`src/rtl/pill_drop_monitor_pkg.sv`:
```
// dispense_pkg: shared dispenser types, monitor FSM states and default 50 MHz timing
package dispense_pkg;
  typedef logic [2:0] pill_cnt_t;
  typedef logic [1:0] mon_state_t;
  localparam mon_state_t S_IDLE   = 2'd0;
  localparam mon_state_t S_WAIT   = 2'd1;
  localparam mon_state_t S_GRACE  = 2'd2;
  localparam mon_state_t S_REPORT = 2'd3;
  localparam int DEF_DEBOUNCE_CYCLES = 50000;
  localparam int DEF_TIMEOUT_CYCLES  = 150000000;
  localparam int DEF_GRACE_CYCLES    = 25000000;
  function automatic int max_int(int a, int b);
    return a > b ? a : b;
  endfunction
endpackage

```
`src/rtl/pill_drop_monitor_debouncer.sv`:
```
// beam_debouncer: synchronizes an active-low line, accepts stable levels, pulses on accepted falls
module beam_debouncer #(
  parameter int CYCLES = 50000
) (
  input  logic clk,
  input  logic rst,
  input  logic din,
  output logic fall
);
  localparam int CW = $clog2(CYCLES + 1);
  logic s1, s2, level;
  logic [CW-1:0] cnt;
  // two-flop synchronizer, then accept a new level after CYCLES differing samples in a row
  always_ff @(posedge clk) begin
    if (rst) begin
      s1 <= 1'b1;
      s2 <= 1'b1;
      level <= 1'b1;
      cnt <= '0;
      fall <= 1'b0;
    end else begin
      s1 <= din;
      s2 <= s1;
      fall <= 1'b0;
      if (s2 == level) begin
        cnt <= '0;
      end else if (cnt == CW'(CYCLES - 1)) begin
        level <= s2;
        cnt <= '0;
        fall <= level & ~s2;
      end else begin
        cnt <= cnt + 1'b1;
      end
    end
  end
endmodule

```
`src/rtl/pill_drop_monitor.sv`:
```
// pill_drop_monitor: counts debounced beam drops after a dispense and grades the result
module pill_drop_monitor
  import dispense_pkg::*;
#(
  parameter int DEBOUNCE_CYCLES = DEF_DEBOUNCE_CYCLES,
  parameter int TIMEOUT_CYCLES  = DEF_TIMEOUT_CYCLES,
  parameter int GRACE_CYCLES    = DEF_GRACE_CYCLES
) (
  input  logic       CLOCK_50,
  input  logic       reset,
  input  logic       start,
  input  logic [2:0] expected,
  input  logic       beam_n,
  output logic       busy,
  output logic       done,
  output logic       ok,
  output logic       short_fault,
  output logic       over_fault,
  output logic [2:0] dropped
);
  localparam int TW = $clog2(max_int(TIMEOUT_CYCLES, GRACE_CYCLES) + 1);
  mon_state_t state;
  pill_cnt_t target, inc;
  logic [TW-1:0] timer;
  logic drop;
  beam_debouncer #(.CYCLES(DEBOUNCE_CYCLES)) u_beam (
    .clk(CLOCK_50),
    .rst(reset),
    .din(beam_n),
    .fall(drop)
  );
  // status decode and saturating next count
  always_comb begin
    busy = state == S_WAIT || state == S_GRACE;
    done = state == S_REPORT;
    inc = dropped == 3'd7 ? dropped : dropped + 3'd1;
  end
  // check sequencing: wait for the commanded count, then watch for extras during grace
  always_ff @(posedge CLOCK_50) begin
    if (reset) begin
      state <= S_IDLE;
      target <= '0;
      timer <= '0;
      dropped <= '0;
      ok <= 1'b0;
      short_fault <= 1'b0;
      over_fault <= 1'b0;
    end else begin
      case (state)
        S_IDLE: if (start) begin
          target <= expected;
          dropped <= '0;
          ok <= 1'b0;
          short_fault <= 1'b0;
          over_fault <= 1'b0;
          timer <= '0;
          state <= expected != 3'd0 ? S_WAIT : S_GRACE;
        end
        S_WAIT: begin
          timer <= timer + 1'b1;
          if (drop) dropped <= inc;
          if (drop && inc == target) begin
            timer <= '0;
            state <= S_GRACE;
          end else if (timer == TW'(TIMEOUT_CYCLES)) begin
            short_fault <= 1'b1;
            state <= S_REPORT;
          end
        end
        S_GRACE: begin
          timer <= timer + 1'b1;
          if (drop) begin
            dropped <= inc;
            over_fault <= 1'b1;
          end
          if (timer == TW'(GRACE_CYCLES)) begin
            ok <= ~(over_fault | drop);
            state <= S_REPORT;
          end
        end
        default: state <= S_IDLE;
      endcase
    end
  end
endmodule

```
`config.mk`:
```
export PLATFORM = sky130hd
export DESIGN_NAME = pill_drop_monitor
export DESIGN_NICKNAME = d
export VERILOG_FILES = /design/src/rtl/pill_drop_monitor_pkg.sv /design/src/rtl/pill_drop_monitor_debouncer.sv /design/src/rtl/pill_drop_monitor.sv
export SDC_FILE = /design/constraint.sdc
export NUM_CORES = 1
export LEC_CHECK = 0
export CORE_MARGIN = 3
export CORE_UTILIZATION = 40
export DETAILED_ROUTE_END_ITERATION = 8
export SYNTH_ARGS = -nofsm -noshare
export SYNTH_HDL_FRONTEND = slang
export SYNTH_HIERARCHICAL = 1
export SYNTH_SLANG_ARGS = --single-unit
export TNS_END_PERCENT = 1
```
`constraint.sdc`:
```
create_clock -name CLOCK_50 -period 3.38 [get_ports CLOCK_50]
set_input_delay 0.676 -clock CLOCK_50 [delete_from_list [all_inputs] [get_ports CLOCK_50]]
set_output_delay 0.676 -clock CLOCK_50 [all_outputs]
set_load 0.01 [all_outputs]
```
==> results of run 1 <==
==> synth_stat cells, drive strengths merged (2+ instances only) <==
| library cell | instances |
|---|---|
| xnor2 | 15 |
| nor2b | 3 |
| a22o | 4 |
| a221o | 3 |
| a32oi | 2 |
| a21oi | 12 |
| dfxtp | 59 |
| xor2 | 4 |
| nand3 | 22 |
| or2 | 3 |
| or4 | 5 |
| nor3b | 3 |
| nor4b | 2 |
| clkbuf | 10 |
| o41ai | 3 |
| o311ai | 2 |
| nor3 | 19 |
| nand2 | 29 |
| a31o | 2 |
| o21a | 3 |
| mux2i | 3 |
| or3 | 5 |
| and3 | 8 |
| a31oi | 22 |
| nor2 | 38 |
| nand4 | 13 |
| buf | 8 |
| and4 | 5 |
| inv | 20 |
| o21ai | 11 |
| ha | 9 |
| o31ai | 4 |
| nand2b | 4 |
| nor4 | 14 |
==> kinds of logic after synthesis <==
| group | Yosys count | share of synthesized area [%] |
|---|---|---|
| simple gates | 180 | 31.3 |
| flops | 59 | 35.8 |
| buf+inv | 38 | 5.38 |
| fa+ha+maj | 9 | 3.41 |
| mux | 4 | 1.25 |
| compound gates | 82 | 17.9 |
| xor+xnor | 19 | 5.04 |
==> final cells by class <==
| type | instances | area [sq um] |
|---|---|---|
| multi-input cells | 294 | 1950 |
| clock buffers | 11 | 141 |
| well taps | 102 | 128 |
| repair buffers | 20 | 185 |
| fillers | 760 | 4130 |
| flip-flops and latches | 59 | 1180 |
| inverters | 20 | 75.1 |
| clock inverters | 5 | 100 |
==> per-layer routing <==
metal	global-route usage, %	vias to the layer above	wire length, um
met4	5.18	0	65
met1	22.8	1396	3870
met2	26.7	62	3610
li1	-	1485	-
met5	0	-	0
met3	4.40	7	430
==> worst max path at each step <==
| stage | startpoint | to | slack, ns | depth (start not counted) |
|---|---|---|---|---|
| after floorplan | state[0] | timer[21] | 1.19 | 8 |
| after global routing | dropped[0] | timer[26] | 0.78 | 7 |
| after detailed placement | start | timer[9] | 0.85 | 6 |
| after global placement | start | timer[24] | 0.85 | 6 |
| final | dropped[0] | timer[26] | 0.89 | 7 |
| after CTS | state[0] | busy | 0.90 | 3 |
==> power by group through the flow <==
stage / Clock (mW) / Combinational [mW] / Sequential [mW]
2_1_floorplan: 0 / 0.501 / 0.751
3_3_place_gp: 0 / 0.647 / 0.756
3_5_place_dp: 0 / 0.650 / 0.757
4_1_cts: 0.811 / 0.653 / 0.741
5_1_grt: 0.840 / 0.715 / 0.745
6_report: 0.791 / 0.663 / 0.742
==> sequential cells by signal (all words and copies together), names as in the netlist <==
| signal | cells |
|---|---|
| dropped | 3 |
| u_beam/level | 1 |
| short_fault | 1 |
| u_beam/s2 | 1 |
| state | 2 |
| u_beam/s1 | 1 |
| over_fault | 1 |
| ok | 1 |
| u_beam/cnt | 16 |
| u_beam/fall | 1 |
| timer | 28 |
| target | 3 |
==> worst max-delay path, delay by kind of cell, from the launching register on <==
kind	cells	cell delay (ns)
DFF	1	0.36
adders and majority gates	1	0.28
AOI/OAI and AO/OA	3	0.79
buffers and inverters	1	0.30
and+or+nand+nor	2	0.66
==> impl_metrics.prom, run 1 <==
# TYPE chip_impl_metric gauge
chip_impl_metric{name="slew_headroom",unit="%"} 61.5
chip_impl_metric{name="cts_sinks",unit=""} 59
chip_impl_metric{name="post_synth_num_cell_types",unit=""} 67
chip_impl_info{name="setup.worst_path.start_class",value="register"} 1
chip_impl_metric{name="drt_iter0_markers",unit=""} 127
chip_impl_metric{name="finish.utilization",unit="%"} 47.7
chip_impl_info{name="slowest_stage",value="sky130_fd_sc_hd__or3b_1"} 1
chip_impl_metric{name="worst_slew_pin_slew",unit="ns"} 0.576
chip_impl_metric{name="final_layout_size_suffix_gt1_share",unit="%"} 10.8
chip_impl_metric{name="max_cap_viol_count",unit=""} 0
chip_impl_metric{name="place_ws",unit="ns"} 0.847
chip_impl_metric{name="core_area",unit="sq um"} 7890
chip_impl_metric{name="floorplan.initialDensity",unit="%"} 41.9
chip_impl_metric{name="tritoncts.num_buffers",unit=""} 9
chip_impl_metric{name="dieHeight",unit="um"} 96.9
chip_impl_metric{name="placement.io_buffers",unit=""} 14
chip_impl_metric{name="r2r_setup_slack",unit="ns"} 0.89
chip_impl_metric{name="wl",unit="um"} 7970
chip_impl_info{name="layout_commonest_cell",value="sky130_fd_sc_hd__dfxtp_1"} 1
chip_impl_info{name="most_frequent_cells_in_the_layout",value="sky130_fd_sc_hd__dfxtp_1, sky130_fd_sc_hd__nor2_1, sky130_fd_sc_hd__nand2_1"} 1
chip_impl_metric{name="clk_pin_slew_worst_paths",unit="ns"} 0.07
chip_impl_metric{name="p_leak",unit="nW"} 1.20
chip_impl_metric{name="num-nets-final",unit=""} 420
chip_impl_metric{name="syn-mean-instance-area",unit="sq um"} 8.45
chip_impl_info{name="min_to",value="u_beam/s2"} 1
chip_impl_metric{name="syn-num-nets",unit=""} 407
chip_impl_metric{name="power.share.clock",unit="%"} 36.0
chip_impl_metric{name="die_w",unit="um"} 96.9
chip_impl_info{name="setup.worst_path.end_class",value="register"} 1
chip_impl_info{name="regToRegStartpoint",value="dropped[0]"} 1
chip_impl_metric{name="power.share.sequential",unit="%"} 33.8
chip_impl_metric{name="worst_hold_path.num_cells",unit=""} 1
chip_impl_metric{name="clock_path_buffers",unit=""} 2
chip_impl_metric{name="grt_start_max_net_pins",unit=""} 23
chip_impl_metric{name="reg2regPathDepth",unit=""} 7
chip_impl_metric{name="synth-seq-cells",unit=""} 59
chip_impl_metric{name="worstSkewPairLatency",unit="ns"} 0.34
chip_impl_info{name="hold_path_class",value="reg2reg"} 1
chip_impl_metric{name="finalHoldWorstSlack",unit="ns"} 0.426
chip_impl_metric{name="num_rows",unit=""} 32
chip_impl_metric{name="grt_usage",unit="%"} 17.0
chip_impl_info{name="cts_tree",value="built"} 1
chip_impl_metric{name="synth-async-reset-ratio",unit="%"} 0
chip_impl_metric{name="floorplan.io_pins",unit=""} 15
chip_impl_metric{name="antenna_violating_nets_post_route",unit=""} 0
chip_impl_info{name="reg2reg_to",value="timer[26]"} 1
chip_impl_metric{name="worst-path-max-fanout",unit=""} 21
chip_impl_info{name="timing_worst_setup_path_type",value="reg2reg"} 1
chip_impl_info{name="synthTopCellsByArea",value="sky130_fd_sc_hd__dfxtp_1, sky130_fd_sc_hd__a31oi_1, sky130_fd_sc_hd__nor2_1, sky130_fd_sc_hd__xnor2_1, sky130_fd_sc_hd__ha_1"} 1
chip_impl_metric{name="syn-instance-count",unit=""} 391
chip_impl_metric{name="fp.dieArea",unit="sq um"} 9380
chip_impl_metric{name="grt_overflow_total",unit=""} 0
chip_impl_metric{name="synth-warning-count",unit=""} 6
chip_impl_metric{name="via_per_inst",unit=""} 5.77
chip_impl_metric{name="placedInstanceArea",unit="sq um"} 3520
chip_impl_metric{name="antenna_found_initial",unit=""} 0
chip_impl_metric{name="combinationalPowerShare",unit="%"} 30.2
chip_impl_metric{name="fin_setup_tns",unit="ns"} 0
chip_impl_metric{name="cts-htree-levels",unit=""} 3
chip_impl_metric{name="buffers_inserted_by_post_cts_timing_repair",unit=""} 0
chip_impl_metric{name="remaining_drc_errors",unit=""} 0
chip_impl_info{name="hp-start",value="u_beam/s1"} 1
chip_impl_metric{name="cts_hold_repair.buffers",unit=""} 0
chip_impl_info{name="grt_setup_unrepaired",value="false"} 1
chip_impl_metric{name="minimum_setup_slack_in_the_final_design",unit="ns"} 0.888
chip_impl_metric{name="antenna_cells_inserted",unit=""} 0
chip_impl_metric{name="wl_per_instance",unit="um"} 15.6
chip_impl_metric{name="critical_path.max_stage_delay",unit="ns"} 0.38
chip_impl_metric{name="fin_skew",unit="ns"} 0.0128
chip_impl_info{name="cp_cell_sequence",value="ha_1 > or3b_1 > a41o_1 > o211ai_1 > buf_4 > nand2_1 > o41ai_1"} 1
chip_impl_metric{name="switching_share",unit="%"} 34.2
chip_impl_info{name="predominant_post_synthesis_flop_cell",value="sky130_fd_sc_hd__dfxtp_1"} 1
chip_impl_metric{name="finalSetupViolations",unit=""} 0
chip_impl_metric{name="timing_hold_violations_final",unit=""} 0
chip_impl_metric{name="crit_arrival",unit="ns"} 2.73
chip_impl_metric{name="total_power",unit="mW"} 2.20
chip_impl_metric{name="post_layout_nonfiller_instances",unit=""} 511
chip_impl_metric{name="routed-via-count",unit=""} 2950
chip_impl_info{name="cts_root_buf",value="sky130_fd_sc_hd__clkbuf_8"} 1
chip_impl_metric{name="timing.critical_path.required",unit="ns"} 3.61
chip_impl_metric{name="synth_enable_flop_cells",unit=""} 0
chip_impl_metric{name="wire_length_of_the_first_global_routing_pass",unit="um"} 13300
chip_impl_metric{name="placedCellCount",unit=""} 495
chip_impl_info{name="run_status",value="finished, final reports clean"} 1
chip_impl_metric{name="grt_pass1_vias",unit=""} 2714
chip_impl_metric{name="mappedNetlistArea",unit="sq um"} 3300
chip_impl_metric{name="detail_route.first_pass.iterations",unit=""} 4
chip_impl_metric{name="top_area_cell_type_share_of_the_netlist_area",unit="%"} 35.8
chip_impl_metric{name="seq_area_frac_synth",unit="%"} 35.8
chip_impl_metric{name="slew_viol_final",unit=""} 0
chip_impl_metric{name="gp_congestion",unit=""} 0.860
chip_impl_metric{name="flow.area_growth_from_synthesis",unit="%"} 13.9
chip_impl_metric{name="p_switching",unit="mW"} 0.750
chip_impl_metric{name="fmax",unit="MHz"} 401
chip_impl_metric{name="powerDensity",unit="nW/um^2"} 584
chip_impl_metric{name="cts_resized",unit=""} 0
chip_impl_metric{name="period_needed",unit="ns"} 2.49
chip_impl_metric{name="place_hpwl",unit="um"} 5430
chip_impl_info{name="top_cell_type_by_total_area_after_synthesis",value="sky130_fd_sc_hd__dfxtp_1"} 1
chip_impl_metric{name="ir_drop",unit="mV"} 0.232
chip_impl_metric{name="cellInternalPower",unit="mW"} 1.45
chip_impl_metric{name="min_period_over_period",unit="%"} 73.7
chip_impl_metric{name="postLayoutCellArea",unit="sq um"} 3760
No activity file was read; power rests on OpenSTA's default activity.
==> run 2: changes to the inputs <==
==> constraint.sdc (replaced) <==
create_clock -name CLOCK_50 -period 2.6 [get_ports CLOCK_50]
set_input_delay 0.52 -clock CLOCK_50 [delete_from_list [all_inputs] [get_ports CLOCK_50]]
set_output_delay 0.52 -clock CLOCK_50 [all_outputs]
set_load 0.01 [all_outputs]
==> impl_metrics.prom, run 2 (synthesis gave the netlist of run 1 again) <==
# TYPE chip_impl_metric gauge
chip_impl_metric{name="wl",unit="um"} 8120
chip_impl_info{name="largest_registers",value="timer x28, u_beam/cnt x16"} 1
chip_impl_metric{name="tritoncts.num_buffers",unit=""} 9
chip_impl_metric{name="postLayoutCellArea",unit="sq um"} 3710
chip_impl_metric{name="floorplan.initialDensity",unit="%"} 41.9
chip_impl_metric{name="fp.dieArea",unit="sq um"} 9380
chip_impl_metric{name="min_period_over_period",unit="%"} 92.0
chip_impl_metric{name="period_needed",unit="ns"} 2.39
chip_impl_metric{name="via_per_inst",unit=""} 5.91
chip_impl_metric{name="antenna_violating_nets_post_route",unit=""} 0
chip_impl_metric{name="timing_hold_violations_final",unit=""} 0
chip_impl_metric{name="fin_skew",unit="ns"} 0.0136
chip_impl_info{name="cts_tree",value="built"} 1
chip_impl_metric{name="cts_hold_repair.buffers",unit=""} 0
chip_impl_metric{name="max_cap_viol_count",unit=""} 0
chip_impl_info{name="max_flop_register",value="timer"} 1
chip_impl_metric{name="final_layout_size_suffix_gt1_share",unit="%"} 11.2
chip_impl_metric{name="die_w",unit="um"} 96.9
chip_impl_metric{name="grt_start_max_net_pins",unit=""} 23
chip_impl_metric{name="antenna_found_initial",unit=""} 0
chip_impl_metric{name="grt_pass1_vias",unit=""} 2878
chip_impl_metric{name="largest_reg_flops",unit=""} 28
chip_impl_metric{name="ir_drop",unit="mV"} 0.363
chip_impl_metric{name="dieHeight",unit="um"} 96.9
chip_impl_metric{name="worstSkewPairLatency",unit="ns"} 0.34
chip_impl_metric{name="core_area",unit="sq um"} 7890
chip_impl_info{name="layout_commonest_cell",value="sky130_fd_sc_hd__dfxtp_1"} 1
chip_impl_metric{name="drt_iter0_markers",unit=""} 183
chip_impl_metric{name="wl_per_instance",unit="um"} 15.9
chip_impl_info{name="grt_setup_unrepaired",value="false"} 1
chip_impl_metric{name="total_power",unit="mW"} 2.59
chip_impl_metric{name="gp_congestion",unit=""} 0.879
chip_impl_info{name="setup.worst_path.start_class",value="register"} 1
chip_impl_metric{name="cts_sinks",unit=""} 59
chip_impl_metric{name="worst-path-max-fanout",unit=""} 17
chip_impl_metric{name="floorplan.io_pins",unit=""} 15
chip_impl_metric{name="buffers_inserted_by_post_cts_timing_repair",unit=""} 0
chip_impl_metric{name="finish.utilization",unit="%"} 47.0
chip_impl_metric{name="remaining_drc_errors",unit=""} 0
chip_impl_metric{name="grt_usage",unit="%"} 17.9
chip_impl_metric{name="antenna_cells_inserted",unit=""} 0
chip_impl_metric{name="timing.critical_path.required",unit="ns"} 2.88
chip_impl_metric{name="slew_headroom",unit="%"} 58.7
chip_impl_metric{name="cts-htree-levels",unit=""} 3
chip_impl_info{name="hold_path_class",value="reg2reg"} 1
chip_impl_metric{name="finalHoldWorstSlack",unit="ns"} 0.398
chip_impl_metric{name="clock_path_buffers",unit=""} 2
chip_impl_metric{name="slew_viol_final",unit=""} 0
chip_impl_metric{name="finalSetupViolations",unit=""} 0
chip_impl_info{name="setup.worst_path.end_class",value="register"} 1
chip_impl_info{name="cts_root_buf",value="sky130_fd_sc_hd__clkbuf_8"} 1
chip_impl_info{name="timing_worst_setup_path_type",value="reg2reg"} 1
chip_impl_metric{name="crit_arrival",unit="ns"} 2.68
chip_impl_metric{name="fmax",unit="MHz"} 418
chip_impl_info{name="most_frequent_cells_in_the_layout",value="sky130_fd_sc_hd__dfxtp_1, sky130_fd_sc_hd__nor2_1, sky130_fd_sc_hd__nand2_1"} 1
chip_impl_metric{name="routed-via-count",unit=""} 3025
chip_impl_metric{name="cts_resized",unit=""} 0
chip_impl_metric{name="place_hpwl",unit="um"} 5550
chip_impl_metric{name="detail_route.first_pass.iterations",unit=""} 5
chip_impl_metric{name="placedInstanceArea",unit="sq um"} 3540
chip_impl_metric{name="p_leak",unit="nW"} 1.18
chip_impl_metric{name="flow.area_growth_from_synthesis",unit="%"} 12.3
chip_impl_info{name="run_status",value="finished, final reports clean"} 1
chip_impl_metric{name="clk_pin_slew_worst_paths",unit="ns"} 0.07
chip_impl_metric{name="fin_setup_tns",unit="ns"} 0
chip_impl_metric{name="placement.io_buffers",unit=""} 14
chip_impl_metric{name="num-nets-final",unit=""} 423
chip_impl_metric{name="num_rows",unit=""} 32
chip_impl_metric{name="worst_slew_pin_slew",unit="ns"} 0.618
chip_impl_metric{name="powerDensity",unit="nW/um^2"} 700
chip_impl_metric{name="wire_length_of_the_first_global_routing_pass",unit="um"} 14000
chip_impl_metric{name="grt_overflow_total",unit=""} 0
run 2: final timing paths:
check | from | to | slack [ns] | cells past startpoint
setup / recovery | state[0] | timer[24] | 0.21 | 7
hold / removal | u_beam/s1 | u_beam/s2 | 0.40 | 1
setup reg to reg | state[0] | timer[24] | 0.21 | 7
hold reg to reg | u_beam/s1 | u_beam/s2 | 0.40 | 1
run 2: worst max-delay path: stages, from the launching register on:
cell,delay [ns]
sky130_fd_sc_hd__dfxtp_1,0.39
sky130_fd_sc_hd__inv_1,0.08
sky130_fd_sc_hd__ha_1,0.39
sky130_fd_sc_hd__inv_1,0.13
sky130_fd_sc_hd__or4_1,0.51
sky130_fd_sc_hd__buf_4,0.22
sky130_fd_sc_hd__nor2_2,0.40
sky130_fd_sc_hd__a31o_2,0.22
run 2: area by class of cell:
| class | instances | area (sq um) |
|---|---|---|
| flip-flops and latches | 59 | 1180 |
| inverters | 20 | 75.1 |
| clock inverters | 3 | 15.0 |
| repair buffers | 23 | 208 |
| well taps | 102 | 128 |
| fillers | 783 | 4180 |
| multi-input cells | 294 | 1950 |
| clock buffers | 11 | 151 |
run 2: power breakdown:
group	total, mW	internal [mW]	switching (mW)	leakage [nW]
combinational	0.887	0.300	0.587	0.616
clock	0.745	0.382	0.362	0.0908
sequential	0.963	0.934	0.0289	0.477
run 2: through the flow:
| step | std cells | worst slack, ns |
|---|---|---|
| after floorplan | 391 | 0.405 |
| after global placement | 498 | 0.187 |
| after detailed placement | 498 | 0.203 |
| after CTS | 512 | 0.224 |
| after global routing | 512 | 0.0615 |
| final | 512 | 0.209 |
run 2: routing by layer:
| metal | part of all wire [%] | track usage (%) | vias up |
|---|---|---|---|
| li1 | - | - | 1501 |
| met5 | 0 | 0 | - |
| met2 | 46 | 29.2 | 83 |
| met1 | 48 | 23.5 | 1434 |
| met3 | 5.1 | 4.69 | 7 |
| met4 | 0.94 | 4.54 | 0 |
